### config.mk
export PLATFORM = sky130hd
export DESIGN_NAME = usart_rx_controller
export DESIGN_NICKNAME = d
export VERILOG_FILES = /design/src/rtl/usart_rx_controller.sv
export SDC_FILE = /design/constraint.sdc
export NUM_CORES = 1
export LEC_CHECK = 0
export BUFFER_PORTS_ARGS = -buffer_cell sky130_fd_sc_hd__buf_2
export CELL_PAD_IN_SITES_DETAIL_PLACEMENT = 1
export CELL_PAD_IN_SITES_GLOBAL_PLACEMENT = 1
export CORE_AREA = 2 2 121 123
export CTS_CLUSTER_SIZE = 25
export DETAILED_ROUTE_END_ITERATION = 7
export DIE_AREA = 0 0 123 125
export PLACE_DENSITY_LB_ADDON = 0.1
export SYNTH_ARGS = -nofsm -noshare
export SYNTH_HDL_FRONTEND = slang
export SYNTH_SLANG_ARGS = --single-unit
### constraint.sdc
create_clock -name comm_clock -period 3.6 [get_ports comm_clock]
set_input_delay 0 -clock comm_clock [delete_from_list [all_inputs] [get_ports comm_clock]]
set_output_delay 0 -clock comm_clock [all_outputs]
set_load 0.1 [all_outputs]
### src/rtl/usart_rx_controller.sv
// USART receive controller: runs the receiver handshake on comm_clock,
// buffers good bytes in a FIFO and keeps sticky error flags and counts.
module usart_rx_controller #(
   parameter int ADDR_WIDTH = 4
) (
   input  logic                  comm_clock,
   input  logic                  reset,
   input  logic                  enable,
   input  logic                  flush,
   input  logic                  clear_status,
   input  logic [7:0]            rx_data,
   input  logic                  rx_available,
   input  logic                  rx_error,
   output logic                  rx_acknowledge,
   output logic [7:0]            rd_data,
   output logic                  rd_valid,
   input  logic                  rd_ready,
   output logic [ADDR_WIDTH:0]   level,
   output logic                  full,
   output logic                  overrun,
   output logic                  framing,
   output logic [7:0]            overrun_count,
   output logic [7:0]            framing_count
);

   localparam int DEPTH = 1 << ADDR_WIDTH;
   localparam logic [ADDR_WIDTH:0] FULL_LEVEL = {1'b1, {ADDR_WIDTH{1'b0}}};

   localparam logic [0:0] IDLE     = 1'b0;
   localparam logic [0:0] ACK_WAIT = 1'b1;

   logic [0:0]            state;
   logic [ADDR_WIDTH-1:0] wr_ptr;
   logic [ADDR_WIDTH-1:0] rd_ptr;
   logic [7:0]            mem [DEPTH];

   logic take_byte;
   logic take_error;
   logic pop;
   logic push_req;
   logic push_ok;
   logic drop;

   assign take_byte  = (state == IDLE) && rx_available;
   assign take_error = (state == IDLE) && !rx_available && rx_error;
   assign pop        = rd_valid && rd_ready;
   assign push_req   = take_byte && enable;
   // A full FIFO still accepts a byte when the head leaves on the same edge.
   assign push_ok    = push_req && (!full || pop) && !flush;
   // A byte taken during a flush is thrown away, not reported as overrun.
   assign drop       = push_req && full && !pop && !flush;

   assign full     = (level == FULL_LEVEL);
   assign rd_valid = (level != '0);
   assign rd_data  = mem[rd_ptr];

   // Receiver handshake: acknowledge a frame, hold until the receiver idles.
   always_ff @(posedge comm_clock or negedge reset) begin
      if (!reset) begin
         state          <= IDLE;
         rx_acknowledge <= 1'b0;
      end else begin
         unique case (state)
            IDLE: begin
               if (rx_available || rx_error) begin
                  state          <= ACK_WAIT;
                  rx_acknowledge <= 1'b1;
               end
            end
            default: begin
               if (!rx_available && !rx_error) begin
                  state          <= IDLE;
                  rx_acknowledge <= 1'b0;
               end
            end
         endcase
      end
   end

   // FIFO storage; contents are don't-care until written.
   always_ff @(posedge comm_clock) begin
      if (push_ok)
         mem[wr_ptr] <= rx_data;
   end

   // FIFO pointers and occupancy, flush overriding push and pop.
   always_ff @(posedge comm_clock or negedge reset) begin
      if (!reset) begin
         wr_ptr <= '0;
         rd_ptr <= '0;
         level  <= '0;
      end else if (flush) begin
         wr_ptr <= '0;
         rd_ptr <= '0;
         level  <= '0;
      end else begin
         if (push_ok)
            wr_ptr <= wr_ptr + ADDR_WIDTH'(1);
         if (pop)
            rd_ptr <= rd_ptr + ADDR_WIDTH'(1);
         if (push_ok && !pop)
            level <= level + (ADDR_WIDTH+1)'(1);
         else if (pop && !push_ok)
            level <= level - (ADDR_WIDTH+1)'(1);
      end
   end

   // Sticky error flags and saturating counters; clear beats a new event.
   always_ff @(posedge comm_clock or negedge reset) begin
      if (!reset) begin
         overrun       <= 1'b0;
         framing       <= 1'b0;
         overrun_count <= 8'd0;
         framing_count <= 8'd0;
      end else if (clear_status) begin
         overrun       <= 1'b0;
         framing       <= 1'b0;
         overrun_count <= 8'd0;
         framing_count <= 8'd0;
      end else begin
         if (drop) begin
            overrun <= 1'b1;
            if (overrun_count != 8'hFF)
               overrun_count <= overrun_count + 8'd1;
         end
         if (take_error && enable) begin
            framing <= 1'b1;
            if (framing_count != 8'hFF)
               framing_count <= framing_count + 8'd1;
         end
      end
   end

endmodule

==> results.ini, run 1 <==
[yosys]
syn_area_per_cell_um2=17.2
synth_cell_types=48
synth_edf_count=128
ys_seq_area_share_pct=67.9
synth_flop_cell=edfxtp_1
synth_fa_ha_area_share_pct=2.66
synthSimpleGateAreaFrac_pct=7.92
synth_compound_area_share_pct=4.10
synth_top_cell_by_area=edfxtp_1
synth_xor_xnor_area_share_pct=1.40
synth_mux_area_share_pct=14.4
async_flop_share_pct=20.5
netlist_area_um2=6870
synth.top_cell.area_share_pct=55.9
ys_top_cells_by_area=edfxtp_1, mux4_2, dfrtp_1, ha_1, and2_1
synth_top_family_by_area=multiplexers
ys_warn_count=0
synth-seq-cells=161
syn_nets=430
synthCells=400

[setup_path]
crit_fanout=7
cp_slowest_cell=or4_1
worstPathRequired_ps=3940
end_kind=register
critPathMaxStageDelay_ps=670
cp-start-kind=register
path_cells=or4_1 > o21ai_0 > nand2_1 > fa_1 > a21o_1 > a21oi_1 > o21ai_0 > a31oi_1
cp.arrival_ps=3490
crit_top_cell=o21ai_0
crit_family=compound AO/OA/AOI/OAI gates
worstSetupPathType=reg -> reg
path_buf_inv=0

[sta]
slew_violations=0
tightestPinTransition_ps=790
fin_tns_setup_ps=0
finalHoldViolations=0
min_period_over_period_pct=87.6
max_freq_ghz=0.317
finalSetupViolCount=0
clock_skew_ps=7.09
slew_headroom_pct=47.3
min_period_ps=3150
grt_setup_unrepaired=no

[grt]
use_met3_pct=4.79
overflow=0
use_met1_pct=28.0
track_usage_pct=21.2
grt_use_met2_pct=35.2
grt_pass1_vias=4110
grt_pass1_wl_um=23700
antenna_found_initial=0
grt_max_degree=34
top_usage_layer=met2

[clock_network]
cts_inserted_buffers=17
clk_pin_slew_worst_paths_ps=60
cts_root_buffer=clkbuf_16
clock_latency_ps=410
clock_path_buffers=2
htreeDepth=4
cts_tree=built
clock-sinks=161
post_cts_buffers=0

[cells_and_area]
mostFrequentLayoutCells=edfxtp_1, buf_2, mux4_2, dfrtp_1, nor2_1
multi_input_area_um2=2090
regArea_um2=4670
drive_gt1_share_pct=27.2
num-fill-cells=1305
final_common_cell=edfxtp_1
diodes=0
syn_to_final_growth_pct=16.4
nets=496

[min_path]
hold_class=in -> reg

[floorplanning]
initial_core_util_pct=48.4
row_count=44
ios=50
die_h_um=125
core_area_um2=14200
die_area_um2=15400
die_x_um=123

[power]
pwr_density_cell_nw_per_um2=670
leakagePower_uw=0.00282
power_uw=5360
irDropWorstVdd_mv=0.424

[placement]
io_buffers=49
gp_congestion=0.757
hpwl_um=9580

[detailed_routing]
drc=0
routed_wl_um=14800
wl_per_cell_um=22.3
num_vias=3800
drt-initial-drc-count=239
vias_per_cell=5.74
drt_first_pass_iters=4
ant_nets=0

[outcome]
status=completed

[run]
drv_cap=0

[cell families (layout without fill, tap and decap cells)]
family                   after synthesis  count (layout)
AO/OA/AOI/OAI                         44              44
XOR/XNOR                              11              11
AND/OR/NAND/NOR                       95              95
flip-flops                           161             161
multiplexers                          48              48
adder cells (fa/ha/maj)               14              14
buffers and inverters                 27             105
[final timing paths]
path                            cells past startpoint                          to  slack, ps                  startpoint
worst max-delay path                                8        level[4]$_DFFE_PN0P_        450        level[0]$_DFFE_PN0P_
worst min-delay path                                4  rx_acknowledge$_DFFE_PN0P_         20                    rx_error
worst min register to register                      2  rx_acknowledge$_DFFE_PN0P_        490  rx_acknowledge$_DFFE_PN0P_
min in group asynchronous                           2        level[0]$_DFFE_PN0P_        210                       reset
max in group asynchronous                           2       rd_ptr[0]$_DFFE_PN0P_       2840                       reset
worst max register to register                      8        level[4]$_DFFE_PN0P_        450        level[0]$_DFFE_PN0P_
[timing repair]
action | in CTS | in global routing
resized for setup | 0 | 0
hold endpoints to repair | 179 | 0
hold buffers | 13 | 0
[flip-flops by register name, summed over array words and instances, names as in the netlist]
register	flops
mem	128
rx_acknowledge	1
framing	1
framing_count	8
state	1
level	5
rd_ptr	4
overrun	1
wr_ptr	4
overrun_count	8
[cells in the mapped netlist (2+ instances only)]
cell and instances:
xor2_1 7, nand3_1 10, nor4_1 4, and3b_1 3, and3_1 2, nand4_1 4
dfrtp_1 33, ha_1 13, edfxtp_1 128, and2_1 15, or4_1 3, or2_2 3
inv_1 7, nand2_1 9, mux2_2 5, o211ai_1 3, a211oi_1 3, mux4_2 40
or3_1 4, xnor2_1 4, buf_1 6, clkbuf_1 12, o21ai_0 10, a21oi_1 13
nor2b_1 5, nand3b_1 2, o31ai_1 3, o311ai_0 2, mux2i_1 2, nand2b_1 2
and4_1 4, o41ai_1 2, nor2_1 20, a21o_1 3
[worst register-to-register path: cells and delay by family, from the launching register on]
kind / cells / cell delay (ps)
AOI/OAI and AO/OA: 5 / 1210
and+or+nand+nor: 2 / 930
adders and majority gates: 1 / 470
DFF: 1 / 460
[where the power goes]
group / total, µW / internal (µW) / switching [µW]
combinational: 1520 / 510 / 1010
clock: 1700 / 1010 / 691
sequential: 2140 / 2060 / 80.3
[area by class of cell]
cell class                 count  share of cell area [%]
clock buffer                  20                    5.46
clock inverter                11                    1.44
inverter                       7                   0.329
multi-input combinational    212                    26.2
sequential                   161                    58.4
tap                          184                    2.88
timing repair buffer          67                    5.32
[routing by layer]
metal / routed length, µm / up-vias / share of wire, %
li1: - / 1733 / -
met2: 7620 / 75 / 52
met4: 244 / 0 / 1.7
met3: 446 / 18 / 3.0
met1: 6440 / 1974 / 44
met5: 0 / - / 0
[through the flow]
stage	worst slack (ps)	hold slack [ps]	cells	util, %	area [µm²]
2_1_floorplan	182	-296	400	-	6870
3_3_place_gp	632	128	618	51.5	7320
3_5_place_dp	412	129	618	51.5	7320
4_1_cts	421	7.55	662	56.3	8000
5_1_grt	202	47.3	662	56.3	8000
6_report	448	17.4	662	56.3	8000
Power figures use the tool's default switching activity.
==> run 2: changes to the inputs <==
--- a/config.mk
+++ b/config.mk
@@ -5,13 +5,14 @@
 export SDC_FILE = /design/constraint.sdc
 export NUM_CORES = 1
 export LEC_CHECK = 0
+export ABC_AREA = 1
 export BUFFER_PORTS_ARGS = -buffer_cell sky130_fd_sc_hd__buf_2
 export CELL_PAD_IN_SITES_DETAIL_PLACEMENT = 1
 export CELL_PAD_IN_SITES_GLOBAL_PLACEMENT = 1
-export CORE_AREA = 2 2 121 123
+export CORE_AREA = 2 2 125 127
 export CTS_CLUSTER_SIZE = 25
 export DETAILED_ROUTE_END_ITERATION = 7
-export DIE_AREA = 0 0 123 125
+export DIE_AREA = 0 0 127 129
 export PLACE_DENSITY_LB_ADDON = 0.1
 export SYNTH_ARGS = -nofsm -noshare
 export SYNTH_HDL_FRONTEND = slang
==> results.ini, run 2 <==
[sta]
tightestPinTransition_ps=1140  ; +350 ps
slew_headroom_pct=23.7  ; -24 points
grt_setup_unrepaired=no
fin_ws_ps=546  ; +97.6 ps
clock_skew_ps=7.36  ; +0.276 ps
finalHoldViolations=0  ; unchanged
finalSetupViolCount=0  ; unchanged
min_period_over_period_pct=84.8  ; -2.7 points
fin_tns_setup_ps=0  ; unchanged
slew_violations=0  ; unchanged
max_freq_ghz=0.327  ; +3.2%
min_period_ps=3050  ; -97.7 ps

[yosys]
ys_top_cells_by_area=edfxtp_1, dfrtp_1, nor2_1, nand2_1, o21ai_0
synth_cell_types=35  ; -27%
synthSimpleGateAreaFrac_pct=17.6  ; +9.7 points
synth_top_cell_by_area=edfxtp_1
synth_mux_area_share_pct=0  ; -14 points
synth.top_cell.area_share_pct=53.8  ; -2.1 points
synth_top_family_by_area=simple AND/OR/NAND/NOR gates
synth_xor_xnor_area_share_pct=1.10  ; -0.30 points
synth_fa_ha_area_share_pct=2.56  ; -0.10 points
yosys-top-cells-count=nor2_1, edfxtp_1, nand2_1
synth_compound_area_share_pct=9.67  ; +5.6 points
async_flop_share_pct=20.5  ; unchanged
ys_warn_count=0  ; unchanged
synthCells=644  ; +61%
synth.most_common_cell=nor2_1
netlist_area_um2=7140  ; +3.9%
syn_area_per_cell_um2=11.1  ; -35%
synth-seq-cells=161  ; unchanged
ys_seq_area_share_pct=65.4  ; -2.5 points
syn_nets=674  ; +57%
synth_edf_count=128  ; unchanged
synth_flop_cell=edfxtp_1

[floorplanning]
ios=50  ; unchanged
die_x_um=127  ; +3.3%
die_h_um=129  ; +3.2%
row_count=45  ; +2.3%
initial_core_util_pct=47.7  ; -0.71 points
core_area_um2=15000  ; +5.4%
die_area_um2=16400  ; +6.6%

[power]
swShare_pct=38.5  ; +5.3 points
comb_power_share_pct=31.0  ; +2.7 points
pwr_density_cell_nw_per_um2=676  ; +0.80%
power_uw=5510  ; +2.8%
intPower_uw=3390  ; -5.5%
p_switching_uw=2120  ; +19%
irDropWorstVdd_mv=0.657  ; +55%
power_frac_clock_pct=29.7  ; -2.1 points
p_seq_share_pct=39.2  ; -0.8 points
leakagePower_uw=0.00306  ; +8.5%

[grt]
antenna_found_initial=0  ; unchanged
grt_pass1_vias=5343  ; +30%
grt_pass1_wl_um=29500  ; +25%
grt_max_degree=67  ; +97%
track_usage_pct=24.0  ; +2.7 points
overflow=0  ; unchanged

[clock_network]
clock_latency_ps=430  ; +20 ps
clk_pin_slew_worst_paths_ps=60  ; about the same
htreeDepth=4  ; unchanged
cts_root_buffer=clkbuf_16
cts_tree=built
clock-sinks=161  ; unchanged
clock_path_buffers=2  ; unchanged
post_cts_buffers=0  ; unchanged
cts_inserted_buffers=17  ; unchanged

[cells_and_area]
nets=732  ; +48%
drive_gt1_share_pct=15.1  ; -12 points
diodes=0  ; unchanged
largest_register_ffs=128  ; unchanged
mostFrequentLayoutCells=nor2_1, edfxtp_1, nand2_1, o21ai_0, buf_2
top_register=mem
final_common_cell=nor2_1
syn_to_final_growth_pct=14.2
reg.largest.list=mem (128), framing_count (8), overrun_count (8)
num-fill-cells=1631  ; +25%

[setup_path]
cp.arrival_ps=3050  ; -440 ps
end_kind=output pin
worstSetupPathType=reg -> out
crit_fanout=18  ; +11
cp-start-kind=register
worstPathRequired_ps=3600  ; -340 ps

[detailed_routing]
ant_nets=0  ; unchanged
wl_per_cell_um=20.4  ; -8.5%
vias_per_cell=5.57  ; -3.0%
routed_wl_um=18400  ; +25%
num_vias=5023  ; +32%
drt-initial-drc-count=380  ; +59%
drt_first_pass_iters=4  ; unchanged
drc=0  ; unchanged

[min_path]
hold_class=in -> reg

[placement]
hpwl_um=11900  ; +24%
gp_congestion=0.831  ; +9.7%
io_buffers=49  ; unchanged
place_ws_ps=1010  ; +598 ps

[run]
drv_cap=0  ; unchanged

[outcome]
status=completed

==> run 2: critical path, stage by stage, from the launching register on <==
cell and delay, ps:
dfrtp_1 800, clkinv_1 800, o211ai_1 340, nand3_1 150
nand2_1 110, buf_2 420
==> run 2: power by group through the flow <==
stage	registers [µW]	logic [µW]	clock network [µW]
6_report	2160	1710	1640
5_1_grt	2170	1840	1730
4_1_cts	2160	1720	1660
3_5_place_dp	2200	1700	0
3_3_place_gp	2190	1650	0
2_1_floorplan	2420	1130	0
==> run 2: cell families (layout without fill, tap and decap cells) <==
group                      Yosys count  in the layout
and+or+nand+nor                    284            284
buffers and inverters               56            126
AOI/OAI and AO/OA                  120            120
xor gates and xnor gates             9              9
adders and majority gates           14             14
DFF                                161            161
==> run 2: worst paths after layout <==
kind	from	end	slack [ps]	cells after the start
max in group asynchronous	reset	rd_ptr[0]$_DFFE_PN0P_	2830	2
setup reg to reg	state$_DFF_PN0_	mem[10][0]$_DFFE_PP_	1150	7
hold / removal	rx_error	rx_acknowledge$_DFFE_PN0P_	10	4
hold reg to reg	rx_acknowledge$_DFFE_PN0P_	rx_acknowledge$_DFFE_PN0P_	490	2
min in group asynchronous	reset	overrun_count[0]$_DFFE_PN0P_	180	2
setup / recovery	rd_ptr[2]$_DFFE_PN0P_	rd_data[1]	550	5
==> run 2: timing repair <==
item / in CTS / in global routing
hold endpoints to repair: 154 / 0
hold buffers: 13 / 0
resized for setup: 0 / 0
==> run 2: final cells by class <==
type | instances | area (µm²) | share of cell area (%)
Tap cell | 188 | 235 | 2.89
Clock inverter | 8 | 65.1 | 0.798
Inverter | 30 | 115 | 1.41
Multi-Input combinational cell | 427 | 2210 | 27.1
Timing Repair Buffer | 65 | 410 | 5.03
Sequential cell | 161 | 4670 | 57.3
Clock buffer | 23 | 448 | 5.49
==> run 2: stage by stage <==
stage | instances | hold slack (ps) | utilization (%) | instance area, µm²
after floorplan | 644 | -296 | - | 7140
after global placement | 858 | 124 | 50.1 | 7510
after detailed placement | 858 | 136 | 50.1 | 7510
after CTS | 902 | 3.26 | 54.4 | 8150
after global routing | 902 | 28.1 | 54.4 | 8150
final | 902 | 13.0 | 54.4 | 8150
==> run 2: metal layers <==
layer	vias up	wire length (µm)	GRT usage, %
met2	100	9460	41.8
met5	-	0	0
met1	2534	7980	30.8
met4	0	294	8.21
li1	2365	-	-
met3	24	658	3.87
==> run 3: changes to the inputs <==
--- a/config.mk
+++ b/config.mk
@@ -9,10 +9,10 @@
 export BUFFER_PORTS_ARGS = -buffer_cell sky130_fd_sc_hd__buf_2
 export CELL_PAD_IN_SITES_DETAIL_PLACEMENT = 1
 export CELL_PAD_IN_SITES_GLOBAL_PLACEMENT = 1
-export CORE_AREA = 2 2 125 127
+export CORE_AREA = 2 2 131 133
 export CTS_CLUSTER_SIZE = 25
 export DETAILED_ROUTE_END_ITERATION = 7
-export DIE_AREA = 0 0 127 129
+export DIE_AREA = 0 0 133 135
 export PLACE_DENSITY_LB_ADDON = 0.1
 export SYNTH_ARGS = -nofsm -noshare
 export SYNTH_HDL_FRONTEND = slang
==> constraint.sdc (replaced) <==
create_clock -name comm_clock -period 2.6 [get_ports comm_clock]
set_input_delay 0 -clock comm_clock [delete_from_list [all_inputs] [get_ports comm_clock]]
set_output_delay 0 -clock comm_clock [all_outputs]
set_load 0.1 [all_outputs]
==> results.ini, run 3 (synthesis results as in run 2) <==
[outcome]
status=completed

[sta]
min_period_ps=2380
tightestPinTransition_ps=822  ; -318 ps
finalHoldViolations=0  ; unchanged
clock_skew_ps=7.00  ; -0.361 ps
fin_tns_setup_ps=0  ; unchanged
finalSetupViolCount=0  ; unchanged
slew_violations=0  ; unchanged
max_freq_ghz=0.419
slew_headroom_pct=45.2  ; +21 points
min_period_over_period_pct=91.7
grt_setup_unrepaired=no

[power]
irDropWorstVdd_mv=0.624  ; -4.9%
pwr_density_cell_nw_per_um2=938  ; +39%
leakagePower_uw=0.00322  ; +5.2%

[run]
drv_cap=0  ; unchanged

[floorplanning]
die_h_um=135  ; +4.7%
row_count=47  ; +4.4%
ios=50  ; unchanged
core_area_um2=16400  ; +9.5%
initial_core_util_pct=43.5  ; -4.2 points
die_x_um=133  ; +4.7%
die_area_um2=18000  ; +9.6%

[detailed_routing]
wl_per_cell_um=19.3  ; -5.6%
vias_per_cell=5.33  ; -4.4%
drt-initial-drc-count=271  ; -29%
ant_nets=0  ; unchanged
num_vias=5091  ; +1.4%
routed_wl_um=18400  ; about the same
dr_wl_met3_um=684  ; +4.0%
wl_met2_um=9680  ; +2.2%
drt_first_pass_iters=4  ; unchanged
drc=0  ; unchanged
wl_met1_um=7610  ; -4.7%
dr.max_layer_used=met4

[setup_path]
cp.arrival_ps=2380  ; -670 ps
end_kind=output pin
worstSetupPathType=reg -> out
worstPathRequired_ps=2600  ; -1000 ps
crit_fanout=66  ; +48
cp-start-kind=register

[cells_and_area]
reg.largest.list=mem (128), framing_count (8), overrun_count (8)
diodes=0  ; unchanged
drive_gt1_share_pct=18.3  ; +3.2 points
mostFrequentLayoutCells=nor2_1, edfxtp_1, nand2_1, o21ai_0, buf_2
final_common_cell=nor2_1
nets=754  ; +3.0%
design_area_um2=8530  ; +4.7%
top_register=mem
syn_to_final_growth_pct=19.5
largest_register_ffs=128  ; unchanged

[grt]
track_usage_pct=22.1  ; -1.9 points
grt_pass1_vias=5589  ; +4.6%
overflow=0  ; unchanged
grt_pass1_wl_um=30100  ; +2.0%
grt_max_degree=67  ; unchanged
antenna_found_initial=0  ; unchanged

[clock_network]
clock_path_buffers=2  ; unchanged
cts_tree=built
cts_inserted_buffers=17  ; unchanged
cts_root_buffer=clkbuf_16
clk_pin_slew_worst_paths_ps=60  ; about the same
htreeDepth=4  ; unchanged
clock_latency_ps=430  ; about the same
post_cts_buffers=0  ; unchanged
clock-sinks=161  ; unchanged

[placement]
io_buffers=49  ; unchanged
hpwl_um=11900  ; -0.25%
post_dp_cell_area_um2=7820  ; +4.1%
gp_congestion=0.850  ; +2.4%

[min_path]
hold_class=in -> reg

-- run 3: changes by cell type in the layout (fill, tap and decap cells not counted), sizes merged --
cell,change
bufinv,+1
buf,+19
clkinvlp,+2
clkinv,-1
dlygate4sd3,+3
clkbuf,-2
-- run 3: worst max-delay path, stage by stage (launching register included) --
cell	delay (ps)
dfrtp_2	360
buf_4	530
nor2_1	120
nor2_1	110
o21ai_0	110
o211ai_1	120
nand3_1	190
nand2_1	180
buf_12	190
-- run 3: area by class of cell --
cell class | instances | area [µm²]
multi-input cells | 427 | 2210
fillers | 1759 | 7870
repair buffers | 87 | 703
clock inverters | 10 | 114
clock buffers | 21 | 440
well taps | 220 | 275
flip-flops and latches | 161 | 4680
inverters | 30 | 115
-- run 3: routing by layer --
metal	global-route usage, %	vias up
met3	4.43	29
met4	9.02	0
met5	0	-
met1	26.4	2539
li1	-	2414
met2	39.1	109
-- run 3: power breakdown --
group          internal (µW)  total (µW)  switching [µW]
Combinational            738        2650            1910
Clock                   1400        2380             979
Sequential              2870        2970             105
-- run 3: timing repair --
item                      in CTS  in global routing
hold buffers                  16                  0
gates resized for setup        0                  0
hold endpoints to repair     168                  0
-- run 3: metrics by stage --
stage / total power, µW / worst slack (ps) / util (%) / hold slack, ps / std cells
floorplan: 4920 / 35.8 / - / -296 / 644
global placement: 5600 / 549 / 47.7 / 129 / 909
detailed placement: 5670 / 423 / 47.7 / 140 / 909
CTS: 8090 / 206 / 52.0 / 53.1 / 956
global route: 8370 / 0.791 / 52.0 / 84.8 / 956
finish: 8000 / 215 / 52.0 / 71.0 / 956
-- run 3: final timing paths --
kind                                            startpoint                            to  slack (ps)  cells after the start
worst min-delay path                                enable         wr_ptr[2]$_DFFE_PN0P_          70                      5
worst max-delay path                 rd_ptr[0]$_DFFE_PN0P_                    rd_data[2]         220                      8
worst max register to register        level[0]$_DFFE_PN0P_          level[4]$_DFFE_PN0P_         400                     13
min in group asynchronous                            reset  overrun_count[5]$_DFFE_PN0P_         200                      2
worst min register to register  rx_acknowledge$_DFFE_PN0P_    rx_acknowledge$_DFFE_PN0P_         490                      2
max in group asynchronous                            reset          level[4]$_DFFE_PN0P_        1820                      2
